File: src/rtl/alu_pkg.sv
// Shared opcode constants and FSM encoding for the multi-cycle ALU.
// Opcode values match the original single-cycle datapath ALU's Sel field.
package alu_pkg;

    localparam logic [3:0] OP_AND  = 4'b0000;
    localparam logic [3:0] OP_OR   = 4'b0001;
    localparam logic [3:0] OP_ADD  = 4'b0010;
    localparam logic [3:0] OP_SLL  = 4'b0011;
    localparam logic [3:0] OP_SRL  = 4'b0100;
    localparam logic [3:0] OP_SRA  = 4'b0101;
    localparam logic [3:0] OP_SUB  = 4'b0110;
    localparam logic [3:0] OP_SLT  = 4'b0111;
    localparam logic [3:0] OP_MUL  = 4'b1000;
    localparam logic [3:0] OP_DIVU = 4'b1001;
    localparam logic [3:0] OP_REMU = 4'b1010;
    localparam logic [3:0] OP_NOR  = 4'b1100;

    typedef enum logic [1:0] {
        ST_IDLE = 2'd0,
        ST_ITER = 2'd1,
        ST_DONE = 2'd2
    } state_t;

    function automatic logic is_iter(input logic [3:0] sel);
        return (sel == OP_MUL) || (sel == OP_DIVU) || (sel == OP_REMU);
    endfunction

endpackage

File: src/rtl/alu_muldiv_iter.sv
// Iterative unsigned multiplier (shift-add) and restoring divider sharing one accumulator.
// done/result/ovf describe the value being written on the final step edge.
module alu_muldiv_iter
    import alu_pkg::*;
#(
    parameter int WIDTH = 32
) (
    input  logic             clk,
    input  logic             rst_n,
    input  logic             start,
    input  logic             op_div,
    input  logic             op_rem,
    input  logic [WIDTH-1:0] a,
    input  logic [WIDTH-1:0] b,
    output logic             done,
    output logic [WIDTH-1:0] result,
    output logic             ovf
);

    localparam int CNT_W = $clog2(WIDTH + 1);

    logic               busy_q;
    logic               div_q;
    logic               rem_q;
    logic [CNT_W-1:0]   cnt_q;
    // MUL: acc = partial product, shreg = shifted multiplicand.
    // DIV: acc = {remainder, dividend/quotient}, shreg[WIDTH-1:0] = divisor.
    logic [2*WIDTH-1:0] acc_q, acc_d;
    logic [2*WIDTH-1:0] shreg_q, shreg_d;
    logic [WIDTH-1:0]   mplier_q, mplier_d;
    logic [WIDTH:0]     rem_sh;
    logic [WIDTH:0]     diff;

    always_comb begin
        acc_d    = acc_q;
        shreg_d  = shreg_q;
        mplier_d = mplier_q;
        rem_sh   = '0;
        diff     = '0;
        if (div_q) begin
            rem_sh = {acc_q[2*WIDTH-1:WIDTH], acc_q[WIDTH-1]};
            diff   = rem_sh - {1'b0, shreg_q[WIDTH-1:0]};
            if (!diff[WIDTH]) begin
                acc_d = {diff[WIDTH-1:0], acc_q[WIDTH-2:0], 1'b1};
            end else begin
                acc_d = {rem_sh[WIDTH-1:0], acc_q[WIDTH-2:0], 1'b0};
            end
        end else begin
            if (mplier_q[0]) begin
                acc_d = acc_q + shreg_q;
            end
            shreg_d  = shreg_q << 1;
            mplier_d = mplier_q >> 1;
        end
    end

    assign done   = busy_q && (cnt_q == CNT_W'(WIDTH - 1));
    assign result = (div_q && rem_q) ? acc_d[2*WIDTH-1:WIDTH] : acc_d[WIDTH-1:0];
    assign ovf    = div_q ? (shreg_q[WIDTH-1:0] == '0) : (acc_d[2*WIDTH-1:WIDTH] != '0);

    always_ff @(posedge clk) begin
        if (!rst_n) begin
            busy_q   <= 1'b0;
            div_q    <= 1'b0;
            rem_q    <= 1'b0;
            cnt_q    <= '0;
            acc_q    <= '0;
            shreg_q  <= '0;
            mplier_q <= '0;
        end else if (start) begin
            busy_q   <= 1'b1;
            div_q    <= op_div;
            rem_q    <= op_rem;
            cnt_q    <= '0;
            acc_q    <= op_div ? {{WIDTH{1'b0}}, a} : '0;
            shreg_q  <= op_div ? {{WIDTH{1'b0}}, b} : {{WIDTH{1'b0}}, a};
            mplier_q <= b;
        end else if (busy_q) begin
            acc_q    <= acc_d;
            shreg_q  <= shreg_d;
            mplier_q <= mplier_d;
            cnt_q    <= cnt_q + CNT_W'(1);
            if (done) begin
                busy_q <= 1'b0;
            end
        end
    end

endmodule

File: src/rtl/alu_multiciclo.sv
// Multi-cycle ALU: single-cycle logic/add/shift ops plus iterative MUL/DIVU/REMU,
// with valid/ready handshake on both sides and registered result/flags.
module alu_multiciclo
    import alu_pkg::*;
#(
    parameter int WIDTH = 32
) (
    input  logic             clk,
    input  logic             rst_n,
    input  logic             in_valid,
    output logic             in_ready,
    input  logic [WIDTH-1:0] OP1,
    input  logic [WIDTH-1:0] OP2,
    input  logic [3:0]       Sel,
    output logic             out_valid,
    input  logic             out_ready,
    output logic [WIDTH-1:0] resultado,
    output logic             ZF,
    output logic             OVF
);

    localparam int SH_W = $clog2(WIDTH);

    state_t           state_q;
    logic             in_ready_q;
    logic             out_valid_q;
    logic [WIDTH-1:0] resultado_q;
    logic             zf_q;
    logic             ovf_q;

    logic [WIDTH-1:0] fast_res_d;
    logic             fast_ovf_d;
    logic [WIDTH-1:0] sum_d;
    logic [WIDTH-1:0] dif_d;
    logic [SH_W-1:0]  shamt;
    logic             accept;
    logic             iter_start;
    logic             iter_done;
    logic [WIDTH-1:0] iter_res;
    logic             iter_ovf;

    assign shamt = OP2[SH_W-1:0];
    assign sum_d = OP1 + OP2;
    assign dif_d = OP1 - OP2;

    always_comb begin
        fast_res_d = '0;
        fast_ovf_d = 1'b0;
        case (Sel)
            OP_AND: fast_res_d = OP1 & OP2;
            OP_OR:  fast_res_d = OP1 | OP2;
            OP_NOR: fast_res_d = ~(OP1 | OP2);
            OP_ADD: begin
                fast_res_d = sum_d;
                fast_ovf_d = (OP1[WIDTH-1] == OP2[WIDTH-1]) && (sum_d[WIDTH-1] != OP1[WIDTH-1]);
            end
            OP_SUB: begin
                fast_res_d = dif_d;
                fast_ovf_d = (OP1[WIDTH-1] != OP2[WIDTH-1]) && (dif_d[WIDTH-1] != OP1[WIDTH-1]);
            end
            OP_SLT: fast_res_d = {{(WIDTH-1){1'b0}}, (OP1 < OP2)};
            OP_SLL: fast_res_d = OP1 << shamt;
            OP_SRL: fast_res_d = OP1 >> shamt;
            OP_SRA: fast_res_d = $unsigned($signed(OP1) >>> shamt);
            default: begin
                fast_res_d = '0;
                fast_ovf_d = 1'b0;
            end
        endcase
    end

    assign accept     = (state_q == ST_IDLE) && in_ready_q && in_valid;
    assign iter_start = accept && is_iter(Sel);

    alu_muldiv_iter #(.WIDTH(WIDTH)) u_iter (
        .clk    (clk),
        .rst_n  (rst_n),
        .start  (iter_start),
        .op_div (Sel != OP_MUL),
        .op_rem (Sel == OP_REMU),
        .a      (OP1),
        .b      (OP2),
        .done   (iter_done),
        .result (iter_res),
        .ovf    (iter_ovf)
    );

    always_ff @(posedge clk) begin
        if (!rst_n) begin
            state_q     <= ST_IDLE;
            in_ready_q  <= 1'b1;
            out_valid_q <= 1'b0;
            resultado_q <= '0;
            zf_q        <= 1'b0;
            ovf_q       <= 1'b0;
        end else begin
            case (state_q)
                ST_IDLE: begin
                    if (accept) begin
                        in_ready_q <= 1'b0;
                        if (is_iter(Sel)) begin
                            state_q <= ST_ITER;
                        end else begin
                            state_q     <= ST_DONE;
                            out_valid_q <= 1'b1;
                            resultado_q <= fast_res_d;
                            zf_q        <= (fast_res_d == '0);
                            ovf_q       <= fast_ovf_d;
                        end
                    end
                end
                ST_ITER: begin
                    if (iter_done) begin
                        state_q     <= ST_DONE;
                        out_valid_q <= 1'b1;
                        resultado_q <= iter_res;
                        zf_q        <= (iter_res == '0);
                        ovf_q       <= iter_ovf;
                    end
                end
                ST_DONE: begin
                    // Returning to IDLE costs one bubble: no accept on the take edge.
                    if (out_ready) begin
                        state_q     <= ST_IDLE;
                        out_valid_q <= 1'b0;
                        in_ready_q  <= 1'b1;
                    end
                end
                default: begin
                    state_q     <= ST_IDLE;
                    in_ready_q  <= 1'b1;
                    out_valid_q <= 1'b0;
                end
            endcase
        end
    end

    assign in_ready  = in_ready_q;
    assign out_valid = out_valid_q;
    assign resultado = resultado_q;
    assign ZF        = zf_q;
    assign OVF       = ovf_q;

endmodule

File: config.mk
export PLATFORM = sky130hd
export DESIGN_NAME = alu_multiciclo
export DESIGN_NICKNAME = d
export VERILOG_FILES = /design/src/rtl/alu_pkg.sv /design/src/rtl/alu_muldiv_iter.sv /design/src/rtl/alu_multiciclo.sv
export SDC_FILE = /design/constraint.sdc
export NUM_CORES = 1
export LEC_CHECK = 0
export ABC_AREA = 0
export BUFFER_PORTS_ARGS = -buffer_cell sky130_fd_sc_hd__buf_2
export CAP_MARGIN = 10
export CORE_MARGIN = 3
export CORE_UTILIZATION = 25
export DETAILED_ROUTE_END_ITERATION = 6
export SLEW_MARGIN = 20
export SYNTH_ARGS = -nofsm -noshare
export SYNTH_HDL_FRONTEND = slang
export SYNTH_SLANG_ARGS = --single-unit
File: constraint.sdc
create_clock -name clk -period 8.33 [get_ports clk]
set_input_delay 2.0825 -clock clk [delete_from_list [all_inputs] [get_ports clk]]
set_output_delay 2.0825 -clock clk [all_outputs]
set_load 0.005 [all_outputs]
=== Word-level counts from Yosys, hierarchy flattened ===
Index checks and enable logic that the tools add are counted.
W data, S select, Z words.

* Muxes and demuxes: 45
* Add/sub/neg operators: 5
* Equality and inequality tests: 24
* Shift-type cells: 3
* Reduce and logical (&&, ||, !) cells: 23
* Bitwise logic cells: 5
* Order comparisons: 1

{| class="wikitable"
|+ Operators with widths
! kind !! number
|-
| $mux W64 || 8
|-
| $mux W32 || 9
|-
| $pmux W32 S9 || 1
|-
| $logic_not A32 Y1 || 3
|-
| $add A64 B64 Y64 || 1
|-
| $pmux W32 S2 || 1
|-
| $sub A33 B32 Y33 || 1
|-
| $add A32 B32 Y32 || 1
|-
| $and A32 B32 Y32 || 1
|-
| $lt A32 B32 Y1 || 1
|-
| $not A32 Y32 || 1
|-
| $or A32 B32 Y32 || 1
|-
| $reduce_bool A32 Y1 || 1
|-
| $shl A32 B5 Y32 || 1
|-
| $shr A32 B5 Y32 || 1
|-
| $sshr A32 B5 Y32 || 1
|-
| $sub A32 B32 Y32 || 1
|-
| $eq A4 B3 Y1 const B || 4
|-
| $eq A4 B4 Y1 const B || 4
|-
| $mux W1 || 16
|-
| $ne A2 B2 Y1 const B || 5
|-
| $eq A4 B2 Y1 const B || 2
|-
| $mux W2 || 4
|-
| $reduce_and A4 Y1 || 2
|-
| other kinds (20) || 35
|}

* Logic and storage cells: 119
* Bits in registers: 207

=== Longest topological paths before layout ===
Gate-level depths: netlist of run 1.

* Depth in word-level cells: 7
* Depth in mapped cells: 20
* Gate-level depth less buffers: 17

=== Hierarchy ===
A second synthesis of run 1 with hierarchy kept.

* Cell total of the unflattened synthesis: 3797
* Area, all modules: 27249.9 um2

{| class="wikitable"
|+ Modules (own cells, without submodules)
! module !! times used !! seq. area each (um2) !! cells each !! area each (um2)
|-
| alu_muldiv_iter || 1 || 3383.2 || 2150 || 15776.4
|-
| alu_multiciclo || 1 || 760.7 || 1647 || 11473.5
|}

=== Worst setup path before layout of run 1 ===
Ideal clock, no wire load.

* Kind: input -> register
* Start: in OP2[3]
* End: reg zf_q, in the netlist ZF
* Data arrival time: 6.352 ns
* Setup slack: 1.891 ns
* Required time: 8.243 ns
* Library setup time: 0.087 ns
* Stages: 20
* Path through: clkbuf_1 > clkinv_1 > clkbuf_1 > clkbuf_1 > buf_1 > ha_1 > buf_2 > inv_1 > nor4_1 > nor2_1 > o311ai_0 > a221oi_1 > mux2i_1 > o211ai_1 > nor4_1 > and4b_1 > nor4b_1 > nand4_1 > o41a_1 > o31ai_1

* Longest elaborated chain between the ends: 7
* Elaborated cells between the ends (all ways): 14

{| class="wikitable"
|+ RTL lines
! item !! line !! RTL
|-
| start: declaration || alu_multiciclo.sv:13 || <nowiki>input logic [WIDTH-1:0] OP2,</nowiki>
|-
| parallel branches: the longest is 2 deep, another holds $sub A32 B32 Y32 || -- ||
|-
| $pmux W32 S9 * || alu_multiciclo.sv:49 || <nowiki>case (Sel)</nowiki>
|-
| $logic_not A32 Y1 * || alu_multiciclo.sv:107 || <nowiki>zf_q <= (fast_res_d == '0);</nowiki>
|-
| $mux W1 * || alu_multiciclo.sv:101 || <nowiki>if (is_iter(Sel)) begin</nowiki>
|-
| $mux W1 * || alu_multiciclo.sv:99 || <nowiki>if (accept) begin</nowiki>
|-
| $pmux W1 S2 * || alu_multiciclo.sv:97 || <nowiki>case (state_q)</nowiki>
|-
| end signal: assignment || alu_multiciclo.sv:107 ||
|-
| end signal: assignment || alu_multiciclo.sv:117 || <nowiki>zf_q <= (iter_res == '0);</nowiki>
|-
| end: declaration || alu_multiciclo.sv:28 || <nowiki>logic zf_q;</nowiki>
|}

Every way passes the cells marked *. The select of a mux whose other input is x is not followed.
A chain may end at the register's enable or synchronous reset.

=== Final worst setup path of run 1 ===
* Start: in OP2[0]
* End: reg zf_q, in the netlist ZF

Same word-level chain as after synthesis.

==> summary.txt, run 1 <==
Worst setup path
  • Worst Setup End Kind: register
  • Critical Path RT: a little under 9000 ps
  • Worst Path Max Fanout: 54
  • Most used cell, CP: a31oi_1
  • Startpoint Class: input port
  • Reg-to-reg startpoint: u_iter.acc_q[31]
  • Crit-path slowest cell: a221oi_1
  • Buffer and inverter count on the worst path: 2
  • Worst Path Class, Setup: input port to register
  • CP Launch Point: OP2[0]
  • CP arrival: roughly 7000 ps
  • R2R setup slack: roughly 2500 ps
  • Crit-path cells: buf_4 > inv_1 > ha_1 > nor2b_1 > a31oi_1 > o22ai_1 > a31oi_1 > o21ai_0 > a221oi_1 > o221a_2 > nand2_1 > nor3_1 > nand4_1 > o41a_1 > o31ai_1
  • Crit-path leading delay family: compound AO/OA/AOI/OAI gates
  • Max stage delay on crit path: about 800 ps

Route
  • Iter 0 DRT Violations: around 3,800
  • Wire length per cell: 27.08 µm
  • Vias per inst: 6.075
  • WL final: 132,900 µm
  • DRC: 0
  • Post-route ant nets: 0
  • Via count: 29,820
  • Drt pass-1 iters: 6

Timing
  • Worst hold slack: 465.7 ps
  • RSZ-0062 raised after global routing: false
  • Worst setup margin: 1892 ps
  • Final slew viol count: 0
  • Worst Tran Pin Value: 1158 ps
  • Final hold vios: 0
  • Crit path time final: about 6400 ps
  • Setup TNS: 0 ps
  • F_max: 155.3 MHz
  • Setup Viol. Count Final: 0
  • Layout Skew: 45.16 ps
  • Slew margin rel.: 0.2229
  • Period Utilization, post-route: 0.7729

CTS
  • Inserted Clock Buffers: 28
  • Root Buffer: clkbuf_16
  • Postcts setup bufs: 0
  • CTS tree: yes
  • Worst skew pair latency: 660 ps
  • Post-CTS sizing: 0
  • Clk sink count: 207
  • H-tree depth: 1
  • Worst-path clk slew: 70 ps
  • Cts hold-fix bufs: 0
  • Worst-case clock buffer depth: 3

Hold path
  • Hold Path Class: register to register
  • Worst hold start: resultado[7]

Power
  • Switching share of total power: 0.4320
  • Leakage: 11.17 nW
  • Power per cell area: 138.5 nW/µm²
  • Power Total: 3.960 mW
  • Net switching power: 1.710 mW
  • Max VDD drop: 0.1752 mV
  • Seq pwr share: 0.278
  • Comb power frac: 0.402
  • Pint: 2.249 mW
  • Clock power share: 0.320

Die
  • # IOs: 108
  • Core ar.: 102,300 µm²
  • Die Width: between 300 and 400 µm
  • Cell Rows: 117
  • Die footprint: 107,500 µm²
  • Initial Util: 0.2530
  • Die H: 327.8 µm

Layout
  • Layout net count: 3,795
  • Area delta synth->final: 10.41%
  • Fraction of layout cells with a size suffix above 1: 0.09127
  • Area of the multi-input gates: 20,170 µm²
  • Post-Layout Cell Count: 4,908
  • FF/Latch Area: 4153 µm²
  • Fill count: between 10,000 and 15,000

Yosys
  • XOR/XNOR Fraction of Synth Area: 0.03421
  • Synth top cells by count: nand2_1, a21oi_1, nor2_1
  • Synth top area share: 0.1600
  • Synthesized net count: around 3,900
  • Synth area leaders: dfxtp_1, ha_1, a21oi_1, nand2_1, mux2i_1
  • Largest family of logic cells by synthesized area: compound AO/OA/AOI/OAI gates
  • Post-synth EDFFs: 0
  • Most common flop cell mapped by yosys: dfxtp_1
  • Compound-Gate Fraction of Synth Area: 0.3348
  • Cell with the most instances after synthesis: nand2_1
  • Area leader, netlist: dfxtp_1
  • Register bit total from synthesis: 207
  • Post-Syn Area: ~26,000 µm²
  • Post-synthesis simple-gate area fraction: 0.2063
  • Syn Area/Cell: 7.225 µm²
  • Post-synth cell types: 89
  • Synthesis warning total: 0
  • Post-synthesis sequential area ratio: 0.1600
  • Multiplexer area fraction after synthesis: 0.1004
  • Synth Area in Adders: 0.1007
  • Cells after Synth: between 3,000 and 4,000
  • Async S/R FF share, synth: 0

Global routing
  • Total routing usage reported by global routing: 0.2355
  • Number of global-route vias before repair: 27,530
  • Antenna violations before repair: 8
  • Pin count of the biggest net entering global routing: 122
  • Total grt overflow: 0
  • First-pass GRT wire length: 192,200 µm

Place
  • Port Buffers: 107
  • Detailed placement HPWL: 102,100 µm
  • Dpl ws: 1398 ps
  • Cells after DPL: 4,854
  • RD Place Congestion: 1.055

Run status
  • Status: complete, no violations

Flow run
  • Max-cap violations: 0
==> state kept, by name, summed over array words and instances (netlist names), 2 cells and up <==
name / flops
u_iter.acc_q: 64
u_iter.mplier_q: 32
state_q: 2
resultado: 32
u_iter.cnt_q: 6
u_iter.shreg_q: 64
==> layout by cell type, fill, tap and decap left out, drive strengths merged, types with 19 or more instances in the layout <==
| cell type | count |
|---|---|
| nand2 | 415 |
| a21oi | 361 |
| nor2 | 298 |
| o21ai | 212 |
| dfxtp | 207 |
| ha | 202 |
| inv | 166 |
| buf | 164 |
| o211ai | 145 |
| mux2i | 131 |
| nor2b | 77 |
| a211oi | 74 |
| nor3 | 65 |
| nand3 | 63 |
| xnor2 | 61 |
| a22oi | 57 |
| nand4 | 50 |
| mux4 | 49 |
| a21boi | 43 |
| a31oi | 42 |
| a21o | 38 |
| xor2 | 38 |
| o211a | 38 |
| nor4 | 38 |
| clkbuf | 34 |
| nand2b | 33 |
| a221oi | 31 |
| o31ai | 28 |
| o21a | 27 |
| o221ai | 25 |
| o21bai | 22 |
| or3 | 20 |
| o22ai | 19 |
| and2 | 19 |
==> kinds of logic (layout without fill, tap and decap cells) <==
family          after synthesis  count (layout)
other cells                   0               1
compound gates             1297            1297
buf+inv                     430             385
flops                       207             207
mux                         196             196
xor+xnor                     99              99
fa+ha+maj                   206             206
simple gates               1149            1149
==> cell type report <==
class,instances,area share
clock buffer,34,0.02600
inverter,169,0.02219
timing repair buffer,164,0.03501
clock inverter,18,0.006039
tap,1368,0.05987
multi-input combinational,2947,0.7056
sequential,207,0.1453
antenna,1,0.00008753
==> per-layer routing <==
| metal | track usage | share of wire |
|---|---|---|
| met3 | 0.04792 | 0.11 |
| met2 | 0.3596 | 0.42 |
| met5 | 0 | 0.00031 |
| met4 | 0.09902 | 0.051 |
| met1 | 0.3209 | 0.42 |
==> worst paths after layout <==
kind | endpoint | cells after the start
worst max register to register | OVF | 18
worst min-delay path | resultado[7] | 2
worst min register to register | resultado[7] | 2
worst max-delay path | ZF | 15
==> power groups by stage <==
stage	registers, mW	clock network [mW]	logic [mW]
2_1_floorplan	1.09	0	0.963
3_3_place_gp	1.12	0	1.53
3_5_place_dp	1.12	0	1.52
4_1_cts	1.10	1.30	1.53
5_1_grt	1.11	1.33	1.67
6_report	1.10	1.27	1.59
==> worst register-to-register path, cell delays in order, from the launching register on <==
cell and delay [ps]:
dfxtp_1 540, inv_1 80, ha_1 210, inv_1 70
fa_1 220, a211oi_1 110, o311a_1 380, o41ai_4 490
o21ai_2 160, o211a_4 290, xnor2_4 120, buf_4 410
mux2i_1 610, a21oi_1 180, nor4_1 760, nand4b_1 160
or4_1 520, nor4_1 260, a31oi_1 120
==> through the flow <==
| stage | area (µm²) | util |
|---|---|---|
| 2_1_floorplan | 25890 | - |
| 3_3_place_gp | 27640 | 0.2701 |
| 3_5_place_dp | 27640 | 0.2701 |
| 4_1_cts | 28560 | 0.2791 |
| 5_1_grt | 28590 | 0.2794 |
| 6_report | 28590 | 0.2794 |
No activity file was read; power rests on OpenSTA's default activity.
==> run 2, diff against run 1 <==
Clock period 8.33 ns to 6.7 ns, I/O delays scaled along.
==> run 2 against run 1 <==
  * Routed wire length decreased by 1.4%
  * Clock skew decreased by 20 ps
  * Power increased by 29%
  * Register-to-register slack got worse by 1600 ps
  * Sequential power increased by 24%
  * Flip-flop and latch count unchanged
  * Highest routed layer unchanged
==> summary.txt, run 2 (synthesis gave the netlist of run 1 again) <==
Route
  • WL final: ~130,000 µm
  • Vias per inst: between 6 and 7
  • Drt pass-1 iters: 6
  • Top sig layer: met5
  • Routed wl met3: 14,520 µm
  • Met2 routed WL: 56,040 µm
  • Metal-1 WL: between 50,000 and 60,000 µm
  • Post-route ant nets: 0
  • Wire length per cell: 26.39 µm
  • Iter 0 DRT Violations: 4,019
  • Via count: around 30,000
  • DRC: 0

Timing
  • Slew margin rel.: 0.1835
  • Crit path time final: 5765 ps
  • F_max: roughly 170 MHz
  • Setup TNS: 0 ps
  • Worst Tran Pin Value: 1194 ps
  • Final slew viol count: 0
  • Setup Viol. Count Final: 0
  • Worst hold slack: around 460 ps
  • Layout Skew: between 20 and 30 ps
  • Period Utilization, post-route: 0.8605
  • Final hold vios: 0
  • RSZ-0062 raised after global routing: false

Power
  • Power per cell area: 174.8 nW/µm²
  • Power Total: 5.101 mW
  • Max VDD drop: 0.1986 mV
  • Leakage: about 12 nW

Place
  • RD Place Congestion: 1.067
  • Port Buffers: between 100 and 150
  • Cells after DPL: 4,914
  • Post-DP Area: 28,160 µm²
  • Detailed placement HPWL: 101,300 µm

Layout
  • Post-Layout Inst Area: 29,180 µm²
  • Post-Layout Cell Count: 4,967
  • Regs by FF count: u_iter.acc_q (64), u_iter.shreg_q (64)
  • Layout net count: 3,854
  • Commonest non-fill, non-tap cell in the layout: nand2_1
  • Commonest cells after routing, fill and taps aside: nand2_1, a21oi_1, nor2_1
  • Fraction of layout cells with a size suffix above 1: 0.1087
  • Area delta synth->final: 12.67%

Run status
  • Status: complete, no violations

CTS
  • H-tree depth: 1
  • CTS tree: yes
  • Worst-path clk slew: 70 ps
  • Clk sink count: 207
  • Inserted Clock Buffers: 28
  • Cts hold-fix bufs: 0
  • Post-CTS sizing: 0
  • Postcts setup bufs: 0
  • Worst skew pair latency: 630 ps
  • Root Buffer: clkbuf_16
  • Worst-case clock buffer depth: 3

Worst setup path
  • Crit-path leading delay family: compound AO/OA/AOI/OAI gates
  • Reg-to-reg startpoint: u_iter.shreg_q[0]
  • Buffer and inverter count on the worst path: 2
  • Worst Setup End Kind: register
  • CP arrival: between 6000 and 7000 ps
  • Max stage delay on crit path: 590 ps
  • CP Launch Point: OP2[0]
  • Worst Path Max Fanout: 31
  • Worst Reg-to-Reg Cells: 16
  • Startpoint Class: input port
  • Worst Path Class, Setup: input port to register
  • Critical Path RT: 7250 ps
  • Cell depth of the worst setup path: 14
  • Crit-path cells: buf_4 > buf_12 > mux4_2 > mux2i_1 > a211oi_1 > a311oi_1 > o22ai_1 > a221o_1 > nor4_1 > and4b_1 > nor4b_1 > nand4_1 > o41a_1 > o31ai_1
  • Crit-path slowest cell: a311oi_1

Global routing
  • First-pass GRT wire length: 189,500 µm
  • Number of global-route vias before repair: 27,530
  • Antenna violations before repair: 6
  • Total routing usage reported by global routing: 0.2323
  • Total grt overflow: 0
  • Pin count of the biggest net entering global routing: roughly 120

Die
  • Cell Rows: 117
  • Die Width: 327.8 µm
  • Die H: about 330 µm
  • Core ar.: 102,300 µm²
  • Die footprint: 107,500 µm²
  • # IOs: around 110
  • Initial Util: 0.2530

Flow run
  • Max-cap violations: 0

Hold path
  • Hold Path Class: register to register
  • Worst hold start: resultado[24]
  • Hold Path Cell Cnt: 2
## run 2: cell type report
class / count / area (µm²)
fillers: 11220 / 73150
multi-input cells: 2947 / 20170
flip-flops and latches: 207 / 4153
well taps: 1368 / 1712
repair buffers: 223 / 1486
clock buffers: 34 / 773.2
inverters: 169 / 634.4
clock inverters: 18 / 244.0
diodes: 1 / 2.502
## run 2: per-layer routing
metal	up-vias	global-route usage
met3	311	0.05558
met2	1858	0.3554
met4	4	0.09717
met1	14430	0.3110
met5	-	0
li1	13380	-
## run 2: worst reg2reg max path: stages, from the launching register on
cell	delay [ps]
dfxtp_1	400
ha_1	260
inv_1	70
fa_1	220
a211oi_1	110
o311a_1	390
o41ai_4	460
o21ai_2	160
o211a_4	290
xnor2_4	670
mux2i_1	610
a21oi_1	190
nor4_1	680
nand4b_1	190
or4_1	520
nor4_1	280
a31oi_1	120
## run 2: per-stage QoR
stage | utilization | setup WS [ps]
final | 0.2851 | 934.5
after global routing | 0.2851 | 737.7
after CTS | 0.2851 | 1028
after detailed placement | 0.2752 | 530.9
after global placement | 0.2752 | 440.6
after floorplan | - | 668.8
## run 2: worst paths after layout
kind,endpoint,slack [ps]
max reg2reg,OVF,960
min,resultado[24],460
max,ZF,930
min reg2reg,resultado[24],460
## run 2: report_power, final
part           switching [mW]  total [mW]  internal [mW]
sequential             0.0705        1.36           1.29
combinational            1.36        2.04          0.678
clock                   0.713        1.70          0.986
